<file path="src/rtl/elevator_pkg.sv">
// Shared definitions for the elevator SCAN controller.
//   MOTOR_STOP / MOTOR_DOWN / MOTOR_UP : motor command encoding
//   state_e                            : controller FSM states
//   DIR_UP / DIR_DOWN                  : encoding of the direction bit
//   motor_for()                        : motor command for a travel direction
package elevator_pkg;

  localparam logic [1:0] MOTOR_STOP = 2'b00;
  localparam logic [1:0] MOTOR_DOWN = 2'b01;
  localparam logic [1:0] MOTOR_UP   = 2'b10;

  localparam logic DIR_UP   = 1'b1;
  localparam logic DIR_DOWN = 1'b0;

  typedef enum logic [1:0] {
    ST_IDLE = 2'd0,
    ST_MOVE = 2'd1,
    ST_DOOR = 2'd2
  } state_e;

  // Motor command that drives the car in direction d.
  function automatic logic [1:0] motor_for(input logic d);
    return (d == DIR_UP) ? MOTOR_UP : MOTOR_DOWN;
  endfunction

endpackage

</file>
<file path="src/rtl/elevator_req_scan.sv">
// Combinational call scanner for the elevator controller.
// Ports:
//   pending   in  N_FLOORS  latched call bitmap
//   floor     in  FW        floor the decision is made for
//   dir       in  1         current direction bit (tie-break)
//   any_above out 1         some call strictly above floor
//   any_below out 1         some call strictly below floor
//   near_up   out 1         nearest call lies above (ties resolved toward dir)
module elevator_req_scan
  import elevator_pkg::*;
#(
  parameter int unsigned N_FLOORS = 8,
  parameter int unsigned FW       = $clog2(N_FLOORS)
) (
  input  logic [N_FLOORS-1:0] pending,
  input  logic [FW-1:0]       floor,
  input  logic                dir,
  output logic                any_above,
  output logic                any_below,
  output logic                near_up
);

  // One extra bit so a "no call" distance of N_FLOORS is representable.
  localparam int unsigned DW = FW + 1;

  logic [DW-1:0] dist_up;
  logic [DW-1:0] dist_dn;

  // Ascending scan: first hit above is the nearest above, last hit below is
  // the nearest below.
  always_comb begin
    any_above = 1'b0;
    any_below = 1'b0;
    dist_up   = DW'(N_FLOORS);
    dist_dn   = DW'(N_FLOORS);
    for (int i = 0; i < int'(N_FLOORS); i++) begin
      if (pending[i] && (DW'(i) > DW'(floor)) && !any_above) begin
        any_above = 1'b1;
        dist_up   = DW'(i) - DW'(floor);
      end
      if (pending[i] && (DW'(i) < DW'(floor))) begin
        any_below = 1'b1;
        dist_dn   = DW'(floor) - DW'(i);
      end
    end
  end

  // Equal distances go the way the car last travelled.
  always_comb begin
    near_up = any_above &&
              (!any_below || (dist_up < dist_dn) ||
               ((dist_up == dist_dn) && (dir == DIR_UP)));
  end

endmodule

</file>
<file path="src/rtl/elevator_scan_ctrl.sv">
// Single-car elevator controller using SCAN scheduling.
// Ports:
//   clk        in  1         rising-edge clock
//   reset      in  1         asynchronous active-high reset
//   req        in  N_FLOORS  floor-call buttons (any pulse width)
//   motor      out 2         00 stop, 01 down, 10 up
//   floor      out FW        current floor, 0 = bottom
//   door_open  out 1         door is open
//   pending    out N_FLOORS  latched, unserved calls
module elevator_scan_ctrl
  import elevator_pkg::*;
#(
  parameter int unsigned N_FLOORS   = 8,
  parameter int unsigned TRAVEL_CYC = 4,
  parameter int unsigned DOOR_CYC   = 3,
  parameter int unsigned FW         = $clog2(N_FLOORS)
) (
  input  logic                clk,
  input  logic                reset,
  input  logic [N_FLOORS-1:0] req,
  output logic [1:0]          motor,
  output logic [FW-1:0]       floor,
  output logic                door_open,
  output logic [N_FLOORS-1:0] pending
);

  localparam int unsigned CNT_MAX = (TRAVEL_CYC > DOOR_CYC) ? TRAVEL_CYC : DOOR_CYC;
  localparam int unsigned CW      = $clog2(CNT_MAX + 1);
  localparam logic [CW-1:0] TRAVEL_LAST = CW'(TRAVEL_CYC - 1);
  localparam logic [CW-1:0] DOOR_LAST   = CW'(DOOR_CYC - 1);

  state_e              state;
  state_e              state_nxt;
  logic                dir;
  logic                dir_nxt;
  logic [FW-1:0]       floor_nxt;
  logic [CW-1:0]       cnt;
  logic [CW-1:0]       cnt_nxt;
  logic [N_FLOORS-1:0] pending_nxt;
  logic [1:0]          motor_nxt;
  logic                door_nxt;

  logic                arrive;
  logic [FW-1:0]       look_floor;
  logic                any_above;
  logic                any_below;
  logic                near_up;
  logic                ahead;
  logic                behind;
  logic                call_here;

  // Last cycle of a one-floor travel step.
  assign arrive = (state == ST_MOVE) && (cnt == TRAVEL_LAST);

  // Decisions on arrival are made for the floor being reached, not the one left.
  assign look_floor = !arrive        ? floor :
                      (dir == DIR_UP) ? floor + FW'(1) : floor - FW'(1);

  elevator_req_scan #(
    .N_FLOORS (N_FLOORS),
    .FW       (FW)
  ) u_scan (
    .pending   (pending),
    .floor     (look_floor),
    .dir       (dir),
    .any_above (any_above),
    .any_below (any_below),
    .near_up   (near_up)
  );

  assign ahead     = (dir == DIR_UP) ? any_above : any_below;
  assign behind    = (dir == DIR_UP) ? any_below : any_above;
  assign call_here = pending[look_floor];

  // State, floor and outputs register.
  always_ff @(posedge clk or posedge reset) begin
    if (reset) begin
      state     <= ST_IDLE;
      dir       <= DIR_UP;
      floor     <= '0;
      cnt       <= '0;
      pending   <= '0;
      motor     <= MOTOR_STOP;
      door_open <= 1'b0;
    end else begin
      state     <= state_nxt;
      dir       <= dir_nxt;
      floor     <= floor_nxt;
      cnt       <= cnt_nxt;
      pending   <= pending_nxt;
      motor     <= motor_nxt;
      door_open <= door_nxt;
    end
  end

  // Next-state, counter, call latch and output decode.
  always_comb begin
    state_nxt   = state;
    dir_nxt     = dir;
    floor_nxt   = floor;
    cnt_nxt     = cnt;
    motor_nxt   = MOTOR_STOP;
    door_nxt    = 1'b0;
    pending_nxt = pending | req;

    case (state)
      ST_IDLE: begin
        cnt_nxt = '0;
        if (call_here) begin
          state_nxt = ST_DOOR;
        end else if (any_above || any_below) begin
          state_nxt = ST_MOVE;
          dir_nxt   = near_up ? DIR_UP : DIR_DOWN;
        end
      end

      ST_MOVE: begin
        if (arrive) begin
          floor_nxt = look_floor;
          cnt_nxt   = '0;
          if (call_here) begin
            state_nxt = ST_DOOR;
          end else if (!ahead) begin
            state_nxt = ST_IDLE;
          end
        end else begin
          cnt_nxt = cnt + CW'(1);
        end
      end

      ST_DOOR: begin
        // A call at this floor holds the door rather than queuing.
        if (req[floor]) begin
          cnt_nxt = '0;
        end else if (cnt == DOOR_LAST) begin
          cnt_nxt = '0;
          if (ahead) begin
            state_nxt = ST_MOVE;
          end else if (behind) begin
            state_nxt = ST_MOVE;
            dir_nxt   = ~dir;
          end else begin
            state_nxt = ST_IDLE;
          end
        end else begin
          cnt_nxt = cnt + CW'(1);
        end
      end

      default: begin
        state_nxt = ST_IDLE;
        cnt_nxt   = '0;
      end
    endcase

    if (state == ST_DOOR) begin
      pending_nxt[floor] = 1'b0;
    end
    if (state_nxt == ST_DOOR) begin
      pending_nxt[floor_nxt] = 1'b0;
    end

    // Motor and door are mutually exclusive by construction of state_nxt.
    if (state_nxt == ST_MOVE) begin
      motor_nxt = motor_for(dir_nxt);
    end
    door_nxt = (state_nxt == ST_DOOR);
  end

endmodule

</file>
<file path="config.mk">
export PLATFORM = sky130hd
export DESIGN_NAME = elevator_scan_ctrl
export DESIGN_NICKNAME = d
export VERILOG_FILES = /design/src/rtl/elevator_pkg.sv /design/src/rtl/elevator_req_scan.sv /design/src/rtl/elevator_scan_ctrl.sv
export SDC_FILE = /design/constraint.sdc
export NUM_CORES = 1
export LEC_CHECK = 0
export BUFFER_PORTS_ARGS = -buffer_cell sky130_fd_sc_hd__buf_2
export CORE_MARGIN = 2
export CORE_UTILIZATION = 55
export DETAILED_ROUTE_END_ITERATION = 8
export PLACE_DENSITY = 0.75
export SLEW_MARGIN = 10
export SYNTH_ARGS = -nofsm -noshare
export SYNTH_HDL_FRONTEND = slang
export SYNTH_SLANG_ARGS = --single-unit
</file>
<file path="constraint.sdc">
create_clock -name clk -period 8.8 [get_ports clk]
set_clock_uncertainty 0.05 [all_clocks]
set_input_delay 1.32 -clock clk [delete_from_list [all_inputs] [get_ports clk]]
set_output_delay 1.32 -clock clk [all_outputs]
set_load 0.05 [all_outputs]
</file>
== Word-level counts from Yosys, hierarchy flattened ==
Index checks and enable logic that the tools add are counted.
W data, S select, Z words.

* Register bits: 20
* Input bits: 10
* Output and inout bits: 14
* Logic and storage cells: 160

* Add/subtract/negate cells: 16
* $lt $le $gt $ge: 20
* Eq/ne operators: 7
* Muxes and demuxes: 68
* Bitwise gates (word level): 6
* Reductions and logical operators: 36

{| class="wikitable"
|+ Operators by type and width
! cell !! count
|-
| $mux W4 || 14
|-
| $mux W1 || 29
|-
| $logic_and A1 B1 Y1 || 25
|-
| $mux W3 || 7
|-
| $mux W2 || 9
|-
| $and A8 B8 Y8 || 2
|-
| $mux W8 || 2
|-
| $not A8 Y8 || 2
|-
| $sub A3 B3 Y4 const A || 4
|-
| $gt A3 B3 Y1 const A || 4
|-
| $lt A3 B4 Y1 const B || 3
|-
| $sub A3 B3 Y4 const B || 3
|-
| $lt A3 B3 Y1 const A || 3
|-
| $or A8 B8 Y8 || 1
|-
| $sub A2 B3 Y4 const A || 2
|-
| $sub A3 B2 Y4 const B || 2
|-
| $logic_not A1 Y1 || 7
|-
| $add A3 B1 Y3 const B || 2
|-
| $bmux W1 S3 || 2
|-
| $demux W1 S3 || 2
|-
| $eq A3 B2 Y1 const B || 2
|-
| $ge A3 B1 Y1 const B || 2
|-
| $gt A2 B3 Y1 const A || 2
|-
| $lt A1 B3 Y1 const A || 2
|-
| other kinds (15) || 20
|}

== Longest topological paths before layout ==
* Depth in word-level cells: 34
* Gate-level depth with buffers: 25
* Gate-level depth less buffers: 24

== Modules after synthesis ==
Synthesis repeated with hierarchy kept, for this count alone.

* Cell total of the unflattened synthesis: 300
* Area, all modules: 2404.8 um^2

{| class="wikitable"
|+ By module, submodules not included
! module !! instances !! cells an instance !! area each (um^2) !! seq. area each (um^2)
|-
| elevator_scan_ctrl || 1 || 164 || 1480.2 || 501.7
|-
| elevator_req_scan || 1 || 136 || 924.6 || 0.0
|}

== Least setup slack after synthesis ==
No wires, ideal clock.

* Kind: flip-flop to flip-flop
* Start point: register floor[0]
* End point: register motor[0]
* Setup time: 100 ps
* Arrival time: 5128 ps
* Data required time: 8650 ps
* Setup slack: 3522 ps
* Stages on the path, launching flop included: 21
* Path buffers: 1
* Clock period less this slack: 5278 ps
* Path through: dfrtp_1 -> buf_2 -> inv_1 -> fa_1 -> xor2_4 -> a21o_1 -> nand2_4 -> ha_1 -> nand4_1 -> o21ai_2 -> nor4_1 -> o211ai_1 -> or2_2 -> a22oi_1 -> nor3_1 -> ha_1 -> and4_1 -> a211o_1 -> a21oi_1 -> o2bb2ai_1 -> nor4bb_1

* Longest elaborated chain between the ends: 34
* Elaborated cells between the ends (all ways): 120
* Those cells by class: 15 x add/sub; 15 x order compare; 2 x eq/ne; 56 x mux; 32 x reduce/logical

{| class="wikitable"
|+ RTL lines
! item !! RTL line !! RTL
|-
| start, declared || elevator_scan_ctrl.sv:22 || <nowiki>output logic [FW-1:0] floor,</nowiki>
|-
| start signal, assigned || elevator_scan_ctrl.sv:88 || <nowiki>floor <= floor_nxt;</nowiki>
|-
| $sub A3 B1 Y3 or $add A3 B1 Y3 (tied branches) || elevator_scan_ctrl.sv:57 || <nowiki>(dir == DIR_UP) ? floor + FW'(1) : floor - FW'(1);</nowiki>
|-
| $mux W3 || elevator_scan_ctrl.sv:57 ||
|-
| $mux W3 || elevator_scan_ctrl.sv:56 || <nowiki>assign look_floor = !arrive ? floor :</nowiki>
|-
| $gt A1 B3 Y1 || elevator_req_scan.sv:37 || <nowiki>if (pending[i] && (DW'(i) > DW'(floor)) && !any_above) begin</nowiki>
|-
| $logic_and A1 B1 Y1 || elevator_req_scan.sv:37 ||
|-
| $mux W1 || elevator_req_scan.sv:37 ||
|-
| $logic_not A1 Y1 || elevator_req_scan.sv:37 ||
|-
| $logic_and A1 B1 Y1 || elevator_req_scan.sv:37 ||
|-
| (+20 left out) || -- ||
|-
| $mux W1 || elevator_scan_ctrl.sv:113 || <nowiki>dir_nxt = near_up ? DIR_UP : DIR_DOWN;</nowiki>
|-
| $mux W1 || elevator_scan_ctrl.sv:111 || <nowiki>end else if (any_above || any_below) begin</nowiki>
|-
| $mux W1 || elevator_scan_ctrl.sv:109 || <nowiki>if (call_here) begin</nowiki>
|-
| $pmux W1 S2 (*) || elevator_scan_ctrl.sv:106 || <nowiki>case (state)</nowiki>
|-
| named net dir_nxt || elevator_scan_ctrl.sv:35 || <nowiki>logic dir_nxt;</nowiki>
|-
| $mux W2 (*) || elevator_pkg.sv:23 || <nowiki>return (d == DIR_UP) ? MOTOR_UP : MOTOR_DOWN;</nowiki>
|-
| $mux W2 (*) || elevator_scan_ctrl.sv:164 || <nowiki>if (state_nxt == ST_MOVE) begin</nowiki>
|-
| named net motor_nxt[0] || elevator_scan_ctrl.sv:40 || <nowiki>logic [1:0] motor_nxt;</nowiki>
|-
| end signal, assigned || elevator_scan_ctrl.sv:91 || <nowiki>motor <= motor_nxt;</nowiki>
|-
| end, declared || elevator_scan_ctrl.sv:21 || <nowiki>output logic [1:0] motor,</nowiki>
|}

Mark *: on every way through the listed nets, which the timed path passes. The rest lies on a longest branch. The select of a mux whose other input is x is not followed.

== Worst setup path in the final report ==
Ends and elaborated chain as after synthesis.

==> summary.md <==
| Metric | Value |
|---|---|
| Status | `complete, no violations` |
| H-Tree Depth | `1` |
| Post-Route WL | `between 6 and 7 mm` |
| Power per cell area | `roughly 210 nW/um^2` |
| Crit. End Element | `flop` |
| CP required | `between 8 and 9 ns` |
| Final Power | `approximately 550 uW` |
| Final #Nets | `around 350` |
| Synthesized flop and latch total | `20` |
| Register area share after synthesis | `between 20% and 30%` |
| Hold_ws | `a little over 0.4 ns` |
| Worst Tran Pin Value | `about 0.8 ns` |
| CTS tree | `yes` |
| Critical Path Stages | `19` |
| Synthesized instance count | `between 200 and 300` |
| TritonCTS Buffers | `3` |
| Post_cts resized | `0` |
| Slew headroom | `between 40% and 50%` |
| Kind of critical path | `flop to flop` |
| Placed inst area | `roughly 2600 um^2` |
| Worst setup path startpoint | `floor[0]` |
| Peak Freq | `between 150 and 200 MHz` |
| Syn nets | `between 300 and 400` |
| Asr flop ratio synth | `100%` |
| Critical Path Sink | `motor[0]` |
| Mapped Area | `between 2000 and 2500 um^2` |
| # IOs | `24` |
| Synth Warn # | `0` |
| CTS clk-pin slew, worst paths | `~0.07 ns` |
| CP delay by family, top | `simple AND/OR/NAND/NOR gates` |
| Gr ovfl total | `0` |
| Die Footprint | `about 5000 um^2` |
| Antenna violations before repair | `0` |
| TritonRoute pass-1 iters | `5` |
| Number of port buffers | `23` |
| Hold Path Class | `flop to flop` |
| Core area | `between 4000 and 5000 um^2` |
| RD Place Congestion | `~0.9` |
| DP Wirelength | `4.91 mm` |
| Final setup vio count | `0` |
| Max VDD drop | `0.000168 V` |
| Post-synth EDFFs | `0` |
| Worst-path cell chain | `inv_1 -> fa_1 -> xor2_4 -> a21o_1 -> nand2_4 -> ha_1 -> nand4_1 -> o21ai_2 -> nor4_1 -> o211ai_1 -> or2_2 -> a22oi_1 -> nor3_1 -> ha_1 -> and4_1 -> a211o_1 -> a21oi_1 -> o2bb2ai_1 -> nor4bb_1` |
| Placed Instances | `roughly 360` |
| Final cycle utilization of the critical path | `~64%` |
| Largest net degree at the start of global routing | `22` |
| Final instance area | `between 2000 and 3000 um^2` |
| Starting density of the core | `roughly 57%` |
| CP bufs+invs | `1` |
| Row Count | `24` |
| Slowest cell on the critical path | `dfrtp_1` |
| Final non-filler cell total | `~360` |
| CTS sink cnt | `20` |
| Clock latency on the worst-skew pair | `around 0.26 ns` |
| Final ANT Viol Nets | `0` |
| Global Route Usage Sum | `about a quarter` |
| Most used DFF post-synth | `dfrtp_1` |
| First-pass GRT wire length | `between 10 and 15 mm` |
| Setup tns final | `0 ns` |
| Period minus WS final | `~5.7 ns` |
| Pins over their slew limit | `0` |
| R2r setup slk | `3.14 ns` |
| Maximum fanout along the worst path | `15` |
| Vias in the first global route | `roughly 2200` |
| CTS root buf | `clkbuf_8` |
| RSZ-0062 raised after global routing | `no` |
| ANT cells | `0` |
| Startpoint types | `flop` |
| Setup Fix Bufs, Post-CTS | `0` |
| Drt first-iter violations | `308` |
| Post-detailed-route wirelength per cell | `17.8 um` |
| R2R cell count | `19` |
| Pleak | `around 1.2 nW` |
| Layout area overhead | `6.84%` |
| Vias/cell | `6.63` |
| Share of layout cells above drive strength 1 | `17.0%` |
| CP max stage delay | `0.66 ns` |
| Post-synthesis cell type count | `67` |
| Max-cap violation count | `0` |
| Vias | `~2400` |
| Post-CTS Hold Buffers | `0` |
| Arr. time, crit path | `~5.8 ns` |
| Syn Area/Cell | `about 8.4 um^2` |
| Most used cell, CP | `ha_1` |
| Worst r2r src | `floor[0]` |
| Final hold vios | `0` |
| Post-route DRC | `0` |
| Longest Clk Path Bufs | `2` |
| Chip width | `just over 70 um` |
| Die Y | `roughly 71 um` |
| Reg-to-Reg End | `motor[0]` |
==> final cells by class <==
class	count	area, um^2
well taps	52	65.1
repair buffers	23	115
inverters	25	96.3
fillers	377	1700
clock buffers	4	55.1
multi-input cells	239	1790
flip-flops and latches	20	502
==> power by group <==
group | switching [mW] | leakage (nW) | internal (mW)
registers | 0.0236 | 0.232 | 0.109
clock network | 0.0294 | 0.0288 | 0.0398
logic | 0.221 | 0.915 | 0.125
total | 0.274 | 1.18 | 0.274
==> flip-flops by register name, summed over array words and instances (netlist names) <==
name,count
floor,3
dir,1
pending,8
state,2
cnt,3
motor,2
door_open,1
==> layout by cell type, fill, tap and decap left out, types with 3 or more instances in the layout <==
master	count
o21ai_0	13
buf_2	23
mux2i_1	14
o211ai_1	4
a31o_2	3
nand2b_1	4
a221oi_1	6
nand2_1	23
a21oi_1	19
inv_2	3
inv_1	21
a22oi_1	3
a31oi_1	4
clkbuf_8	4
and3_1	4
and2_1	6
o31ai_1	3
nor2_1	29
o32ai_1	4
nand4_1	5
ha_1	24
nor4_4	3
dfrtp_1	19
nor3_1	7
nand3_1	11
nor2b_1	5
==> metrics by stage <==
stage	utilization, %	setup WS, ns
floorplan	-	3.52
global placement	59.3	3.37
detailed placement	59.3	3.28
CTS	60.6	3.26
global route	60.6	2.78
finish	60.6	3.14
==> synthesized netlist by cell type, types with 2 or more instances <==
library cell,n,share of area [%]
nor2b_1,5,1.3
a21oi_1,19,3.9
nor2_1,29,4.4
a21o_1,2,0.61
dfrtp_1,19,19
o32ai_1,4,1.4
inv_2,3,0.46
a221oi_1,6,2.1
ha_1,24,12
o22ai_1,2,0.51
nand3_1,11,2.2
o211ai_1,4,1.2
inv_1,21,3.2
o21ai_0,13,2.7
o221ai_1,2,0.71
nor4_4,3,2.6
and4_1,2,0.71
buf_2,3,0.61
clkbuf_1,2,0.31
nand4_1,5,1.3
buf_6,4,1.8
nand2b_1,4,1.0
nor3_1,7,1.4
or2_2,2,0.51
a31oi_1,4,1.0
a211o_1,2,0.71
a31o_2,3,1.1
nand2_1,23,3.5
mux2i_1,14,5.7
nor4_1,2,0.51
and2_1,6,1.5
and3_1,4,1.0
o31ai_1,3,0.92
a22oi_1,3,0.92
==> layer usage <==
layer | up-vias | track usage [%] | wire length (um)
li1 | 1125 | - | -
met2 | 125 | 43.0 | 3050
met4 | 0 | 6.08 | 51
met3 | 8 | 4.56 | 504
met5 | - | 0 | 0
met1 | 1149 | 37.5 | 2860
==> worst reg2reg max path: cells and delay by family, from the launching register on <==
kind / cells / cell delay (ns)
flip-flops: 1 / 0.66
adder cells (fa/ha/maj): 3 / 1.10
AO/OA/AOI/OAI: 7 / 1.48
AND/OR/NAND/NOR: 7 / 1.74
XOR/XNOR: 1 / 0.32
buffers and inverters: 1 / 0.18
==> logic make-up (layout without fill, tap and decap cells) <==
| group | after synthesis | after routing | share of synthesized area [%] |
|---|---|---|---|
| AOI/OAI and AO/OA | 86 | 86 | 26.8 |
| muxes | 15 | 15 | 6.33 |
| buffers and inverters | 34 | 52 | 6.68 |
| adders and majority gates | 25 | 25 | 13.1 |
| and+or+nand+nor | 111 | 111 | 25.2 |
| xor gates and xnor gates | 2 | 2 | 1.48 |
| DFF | 20 | 20 | 20.5 |
==> worst min path at each step <==
stage	start	end	slack (ns)	cells after the start
floorplan	cnt[0]	cnt[0]	0.38	1
global placement	cnt[0]	cnt[0]	0.40	1
detailed placement	cnt[0]	cnt[0]	0.40	1
CTS	cnt[0]	cnt[0]	0.41	1
global route	cnt[0]	cnt[0]	0.45	1
finish	cnt[0]	cnt[0]	0.41	1
Note: power is estimated with default switching activity, not from simulation.
